--- config.mk ---
export PLATFORM = sky130hd
export DESIGN_NAME = rdcla_wide_seq_flat
export DESIGN_NICKNAME = d
export VERILOG_FILES = /design/src/rtl/rdcla_wide_seq_if.sv /design/src/rtl/rdcla_wide_seq.sv /design/src/flat_wrapper.sv
export SDC_FILE = /design/constraint.sdc
export NUM_CORES = 2
export LEC_CHECK = 0
export ABC_CLOCK_PERIOD_IN_PS = 2400
export BUFFER_PORTS_ARGS = -buffer_cell sky130_fd_sc_hd__buf_2
export CORE_AREA = 2 2 373 375
export CTS_CLUSTER_SIZE = 8
export DETAILED_ROUTE_END_ITERATION = 16
export DIE_AREA = 0 0 375 377
export GPL_ROUTABILITY_DRIVEN = 0
export PLACE_DENSITY_LB_ADDON = 0.12
export SLEW_MARGIN = 25
export SYNTH_ARGS = -nofsm -noshare
export SYNTH_HDL_FRONTEND = slang
export SYNTH_SLANG_ARGS = --single-unit
--- constraint.sdc ---
create_clock -name clk -period 2.4 [get_ports clk]
set_input_delay 0.12 -clock clk [delete_from_list [all_inputs] [get_ports clk]]
set_output_delay 0.12 -clock clk [all_outputs]
set_load 0.02 [all_outputs]
--- src/rtl/rdcla_wide_seq_if.sv ---
// rdcla_wide_seq_if
//  Bundles the requester handshake and the external 64-bit adder connection
//  of the wide add sequencer.
//  Requester side : start, op_a, op_b, cin_in -> busy, done, sum, cout
//  Adder side     : add_a, add_b, add_cin -> add_s, add_cout
//  slave  modport : the sequencer itself.
//  master modport : the environment, which is both the requester and the adder.
interface rdcla_wide_seq_if #(
  parameter int W = 256
);
  logic          start;
  logic [W-1:0]  op_a;
  logic [W-1:0]  op_b;
  logic          cin_in;
  logic          busy;
  logic          done;
  logic [W-1:0]  sum;
  logic          cout;
  logic [63:0]   add_a;
  logic [63:0]   add_b;
  logic          add_cin;
  logic [63:0]   add_s;
  logic          add_cout;

  modport slave (
    input  start, op_a, op_b, cin_in, add_s, add_cout,
    output busy, done, sum, cout, add_a, add_b, add_cin
  );

  modport master (
    output start, op_a, op_b, cin_in, add_s, add_cout,
    input  busy, done, sum, cout, add_a, add_b, add_cin
  );
endinterface

--- src/rtl/rdcla_wide_seq.sv ---
// rdcla_wide_seq
//  Multi-precision add sequencer. Splits NWORDS*64-bit operands into 64-bit
//  words, issues them to an external adder with ADD_LAT cycles of latency,
//  least significant word first, chains the carry from one word into the
//  next and assembles the wide sum.
//  Ports:
//   clk  - clock, all state changes on the rising edge
//   rst  - synchronous active-high reset
//   bus  - rdcla_wide_seq_if slave: start/op_a/op_b/cin_in in, busy/done/
//          sum/cout out, add_a/add_b/add_cin to the adder, add_s/add_cout
//          back from it.
module rdcla_wide_seq #(
  parameter int NWORDS  = 4,
  parameter int ADD_LAT = 1
) (
  input logic            clk,
  input logic            rst,
  rdcla_wide_seq_if.slave bus
);

  localparam int IW = (NWORDS > 1) ? $clog2(NWORDS) : 1;
  localparam int CW = (ADD_LAT > 1) ? $clog2(ADD_LAT) : 1;
  localparam logic [IW-1:0] LAST_IDX = IW'(NWORDS - 1);
  localparam logic [CW-1:0] CNT_INIT = CW'(ADD_LAT - 1);

  typedef enum logic [1:0] {IDLE, ISSUE, WAIT, DONE} state_t;

  state_t                  state;
  state_t                  state_n;
  logic [NWORDS-1:0][63:0] a_q;
  logic [NWORDS-1:0][63:0] b_q;
  logic [NWORDS-1:0][63:0] sum_q;
  logic                    carry;
  logic                    cout_q;
  logic [IW-1:0]           idx;
  logic [CW-1:0]           cnt;
  logic                    last_word;
  logic                    lat_done;

  assign last_word = (idx == LAST_IDX);
  assign lat_done  = (cnt == '0);

  assign bus.sum  = sum_q;
  assign bus.cout = cout_q;

  // State register.
  always_ff @(posedge clk) begin
    if (rst) begin
      state <= IDLE;
    end else begin
      state <= state_n;
    end
  end

  // Next state and decoded outputs. The adder operands are only driven
  // while a word is in flight so the adder sees zeros whenever we are idle.
  always_comb begin
    state_n     = state;
    bus.busy    = 1'b0;
    bus.done    = 1'b0;
    bus.add_a   = '0;
    bus.add_b   = '0;
    bus.add_cin = 1'b0;
    case (state)
      IDLE: begin
        if (bus.start) state_n = ISSUE;
      end
      ISSUE: begin
        bus.busy    = 1'b1;
        bus.add_a   = a_q[idx];
        bus.add_b   = b_q[idx];
        bus.add_cin = carry;
        state_n     = WAIT;
      end
      WAIT: begin
        bus.busy    = 1'b1;
        bus.add_a   = a_q[idx];
        bus.add_b   = b_q[idx];
        bus.add_cin = carry;
        if (lat_done) state_n = last_word ? DONE : ISSUE;
      end
      DONE: begin
        bus.busy = 1'b1;
        bus.done = 1'b1;
        state_n  = IDLE;
      end
    endcase
  end

  // Datapath: operand capture, latency countdown and result assembly.
  // cout is written together with the last word so that it is already
  // valid in the DONE cycle alongside sum.
  always_ff @(posedge clk) begin
    if (rst) begin
      a_q    <= '0;
      b_q    <= '0;
      sum_q  <= '0;
      carry  <= 1'b0;
      cout_q <= 1'b0;
      idx    <= '0;
      cnt    <= '0;
    end else begin
      case (state)
        IDLE: begin
          if (bus.start) begin
            a_q    <= bus.op_a;
            b_q    <= bus.op_b;
            carry  <= bus.cin_in;
            idx    <= '0;
            sum_q  <= '0;
            cout_q <= 1'b0;
          end
        end
        ISSUE: begin
          cnt <= CNT_INIT;
        end
        WAIT: begin
          if (lat_done) begin
            sum_q[idx] <= bus.add_s;
            carry      <= bus.add_cout;
            if (last_word) begin
              cout_q <= bus.add_cout;
            end else begin
              idx <= idx + 1'b1;
            end
          end else begin
            cnt <= cnt - 1'b1;
          end
        end
        default: begin
        end
      endcase
    end
  end

endmodule
--- src/flat_wrapper.sv ---
// flat-port wrapper written by rule: the top's interface ports become plain ports
module rdcla_wide_seq_flat 
#(
  parameter int NWORDS  = 4,
  parameter int ADD_LAT = 1
)
  (clk, rst, bus_start, bus_op_a, bus_op_b, bus_cin_in, bus_add_s, bus_add_cout, bus_busy, bus_done, bus_sum, bus_cout, bus_add_a, bus_add_b, bus_add_cin);
  rdcla_wide_seq_if bus_i ();
  input logic clk;
  input logic rst;
  input wire logic [$bits(bus_i.start)-1:0] bus_start;
  input wire logic [$bits(bus_i.op_a)-1:0] bus_op_a;
  input wire logic [$bits(bus_i.op_b)-1:0] bus_op_b;
  input wire logic [$bits(bus_i.cin_in)-1:0] bus_cin_in;
  input wire logic [$bits(bus_i.add_s)-1:0] bus_add_s;
  input wire logic [$bits(bus_i.add_cout)-1:0] bus_add_cout;
  output wire logic [$bits(bus_i.busy)-1:0] bus_busy;
  output wire logic [$bits(bus_i.done)-1:0] bus_done;
  output wire logic [$bits(bus_i.sum)-1:0] bus_sum;
  output wire logic [$bits(bus_i.cout)-1:0] bus_cout;
  output wire logic [$bits(bus_i.add_a)-1:0] bus_add_a;
  output wire logic [$bits(bus_i.add_b)-1:0] bus_add_b;
  output wire logic [$bits(bus_i.add_cin)-1:0] bus_add_cin;
  assign bus_i.start = bus_start;
  assign bus_i.op_a = bus_op_a;
  assign bus_i.op_b = bus_op_b;
  assign bus_i.cin_in = bus_cin_in;
  assign bus_i.add_s = bus_add_s;
  assign bus_i.add_cout = bus_add_cout;
  assign bus_busy = bus_i.busy;
  assign bus_done = bus_i.done;
  assign bus_sum = bus_i.sum;
  assign bus_cout = bus_i.cout;
  assign bus_add_a = bus_i.add_a;
  assign bus_add_b = bus_i.add_b;
  assign bus_add_cin = bus_i.add_cin;
  rdcla_wide_seq #(.NWORDS(NWORDS), .ADD_LAT(ADD_LAT)) u_core (.clk(clk), .rst(rst), .bus(bus_i));
endmodule
==> run metrics <==
Yosys warning total=0; WP data required=2280 ps; DRT iter0 DRCs=1668; Tmin final=approximately 2600 ps; Seq/Total Area, Yosys=0.518; via count=between 20000 and 30000; internal power=25000 uW; Max-slew headroom=0.472; failing checks=negative setup slack; CP max FO=9; largest net degree at the start of global routing=around 110; clock share of power=0.398; largest family of logic cells by synthesized area=simple AND/OR/NAND/NOR gates; status=complete, but fails checks; Die Wd=375 microns; P_leak=0.0200 uW; worst slew pin tran=approximately 790 ps; Max-Cap Viols=0; Clock Root Buffer=clkbuf_16; die height=between 300 and 400 microns; CTS tree=built; H-tree levels=3; GRT Util Overall=0.199; Slew Limit Fails=0; Yosys top cell by area=dfxtp_1; Synth Area in Compound Gates=0.165; VDD IR-drop max=0.654 mV; drt drc=0; CTS buffer count=108; Sequential Power Share=0.401; post-synthesis simple-gate area fraction=0.175; iteration count of the initial detailed-routing pass=5; clk slew on worst S/H paths=60 ps; fill cell count=about 14000; drt wl/cell=between 20 and 25 microns; synth-to-layout area growth=59.5%; synth unique cells=30; Post-synth ARST share=0; Sw Share=0.292; FF/Latch Area=0.0155 sq mm; core area=around 0.14 sq mm; via count of the first global-routing pass=30100; number of buffers added on ports=~970; Post-synth EDFFs=0; Comb pwr share=0.201; Pwr Density=~740 mW/mm^2; Synth Area in Adders=0.00377; Sw Pwr=10300 uW; Synth Flop Type=dfxtp_1; Mapped Cells=3223; initial cell density of the core=0.218; area of the multi-input gates=about 0.013 sq mm; DP Cell Count=5802; vias per inst=4.49; Post-Syn Area=0.0299 sq mm; num rows=around 140; CP arrival=roughly 2500 ps; Yosys top cell area share=0.518; mux contribution to synthesized area=0.0971; initial antenna violation count=23; top cells by area, synth=dfxtp_1 52%, nand2_1 13%, mux4_2 9.6%; Startpoint Class=flip-flop; Hold Vio Cnt, Final=0; ANT nets after route=0; commonest cells after routing, fill and taps aside=1024 x nand2_1, 871 x buf_2, 770 x dfxtp_1, 587 x dlygate4sd3_1, 515 x a21oi_1; commonest non-fill, non-tap cell in the layout=nand2_1; #FFs+latches synth=774; XOR/XNOR Fraction of Synth Area=0; Layout Cells excl Fill=6562; CP Capture Type=output port; post-route clock period utilization=1.08; CTS Buffer Depth=3; Max Clock Freq=387 MHz; die area=0.141 sq mm; # clock sinks=774; post-DP HPWL=104 mm; io pins=969; syn nets=3813; global-route wire length before repair=209 mm; wire length after detailed routing=149 mm; Avg Inst Size Synth=just over 9 sq um; remaining global-route overflow=0; final net count=between 5000 and 6000; clk_lat worst skew=between 700 and 800 ps; Crit Path Category=flip-flop to output port; HP Class=primary input to flip-flop; layout cell share with drive strength beyond 1=0.306; Clock Skew=81.3 ps; Hold Slack=171 ps; Finish-stage setup viols=between 100 and 150; RSZ-0062 raised after global routing=true; Final WS setup=-184 ps
## synth_stat cells, types with 2 or more instances
master	n
nand2_1	1025
dfxtp_1	774
a21oi_1	515
a22o_1	252
clkbuf_1	138
and2_1	132
mux4_2	128
buf_2	102
nor2b_1	65
buf_1	26
buf_4	11
ha_1	9
nand2b_1	8
inv_1	5
nand3_1	5
a21oi_4	4
and3_1	4
o2bb2ai_1	4
o21ai_0	3
a211oi_1	2
nor2_1	2
## power by group through the flow
stage          sequential [uW]  clock [uW]  combinational (uW)
4_1_cts                  14200       14500                6990
6_report                 14200       14100                7100
3_3_place_gp             14400           0                5540
2_1_floorplan            14300           0                3070
3_5_place_dp             14500           0                5550
5_1_grt                  14300       15000                7680
## kinds of logic (layout without fill, tap and decap cells)
family / Yosys count / after routing
AO/OA/AOI/OAI: 783 / 783
other: 0 / 13
multiplexers: 130 / 130
flip-flops: 774 / 774
adder cells (fa/ha/maj): 9 / 9
AND/OR/NAND/NOR: 1245 / 1245
buffers and inverters: 282 / 1814
## stage by stage
| step | setup slack, ps | instance area [sq um] | power [uW] | util | setup TNS [ps] |
|---|---|---|---|---|---|
| 4_1_cts | -276 | 47200 | 35700 | 0.344 | -24480 |
| 2_1_floorplan | 368 | 29900 | 17400 | - | 0 |
| 3_5_place_dp | 242 | 37200 | 20000 | 0.271 | 0 |
| 5_1_grt | -292 | 47700 | 36900 | 0.348 | -25640 |
| 3_3_place_gp | 261 | 37200 | 20000 | 0.271 | 0 |
| 6_report | -184 | 47700 | 35400 | 0.348 | -10720 |
## sequential cells by signal (all words and copies together) (netlist names)
register,count
u_core.bus.sum,256
u_core.state,2
u_core.idx,2
u_core.b_q,256
u_core.carry,1
u_core.a_q,256
u_core.bus.cout,1
## final cells by class
type	instances	area share
sequential	774	0.325
clock buffer	118	0.0581
tap	1794	0.0471
clock inverter	9	0.00375
inverter	5	0.000394
antenna	13	0.000682
timing repair buffer	1682	0.283
multi-input combinational	2167	0.282
## final timing paths
kind                   start         endpoint  slack (ps)  cells after the start
max            u_core.idx[0]     bus_add_b[1]        -180                      6
min            bus_op_b[150]  u_core.b_q[150]         170                      4
min reg2reg  u_core.b_q[129]  u_core.b_q[129]         450                      2
max reg2reg  u_core.state[1]  u_core.b_q[188]         200                      8
## critical path, stage by stage (launching register included)
cell	delay [ps]
dfxtp_4	350
buf_12	180
buf_12	160
buf_16	170
mux4_2	530
and2_4	190
buf_6	130
## what timing repair did
item                                   CTS  global route
gates resized for setup                224            92
pin swaps                                9            44
gates cloned                            13             7
hold buffers                           586             1
buffers inserted                        10             3
setup endpoints to repair              129           129
endpoints found under the hold margin  773             1
## layer usage
metal | wire (microns) | up-vias | GRT usage
li1 | - | 14000 | -
met3 | 8480 | 223 | 0.0490
met5 | 73 | - | 0
met1 | 63500 | 14300 | 0.245
met4 | 4820 | 12 | 0.0667
met2 | 71800 | 883 | 0.339
Power figures use the tool's default switching activity.
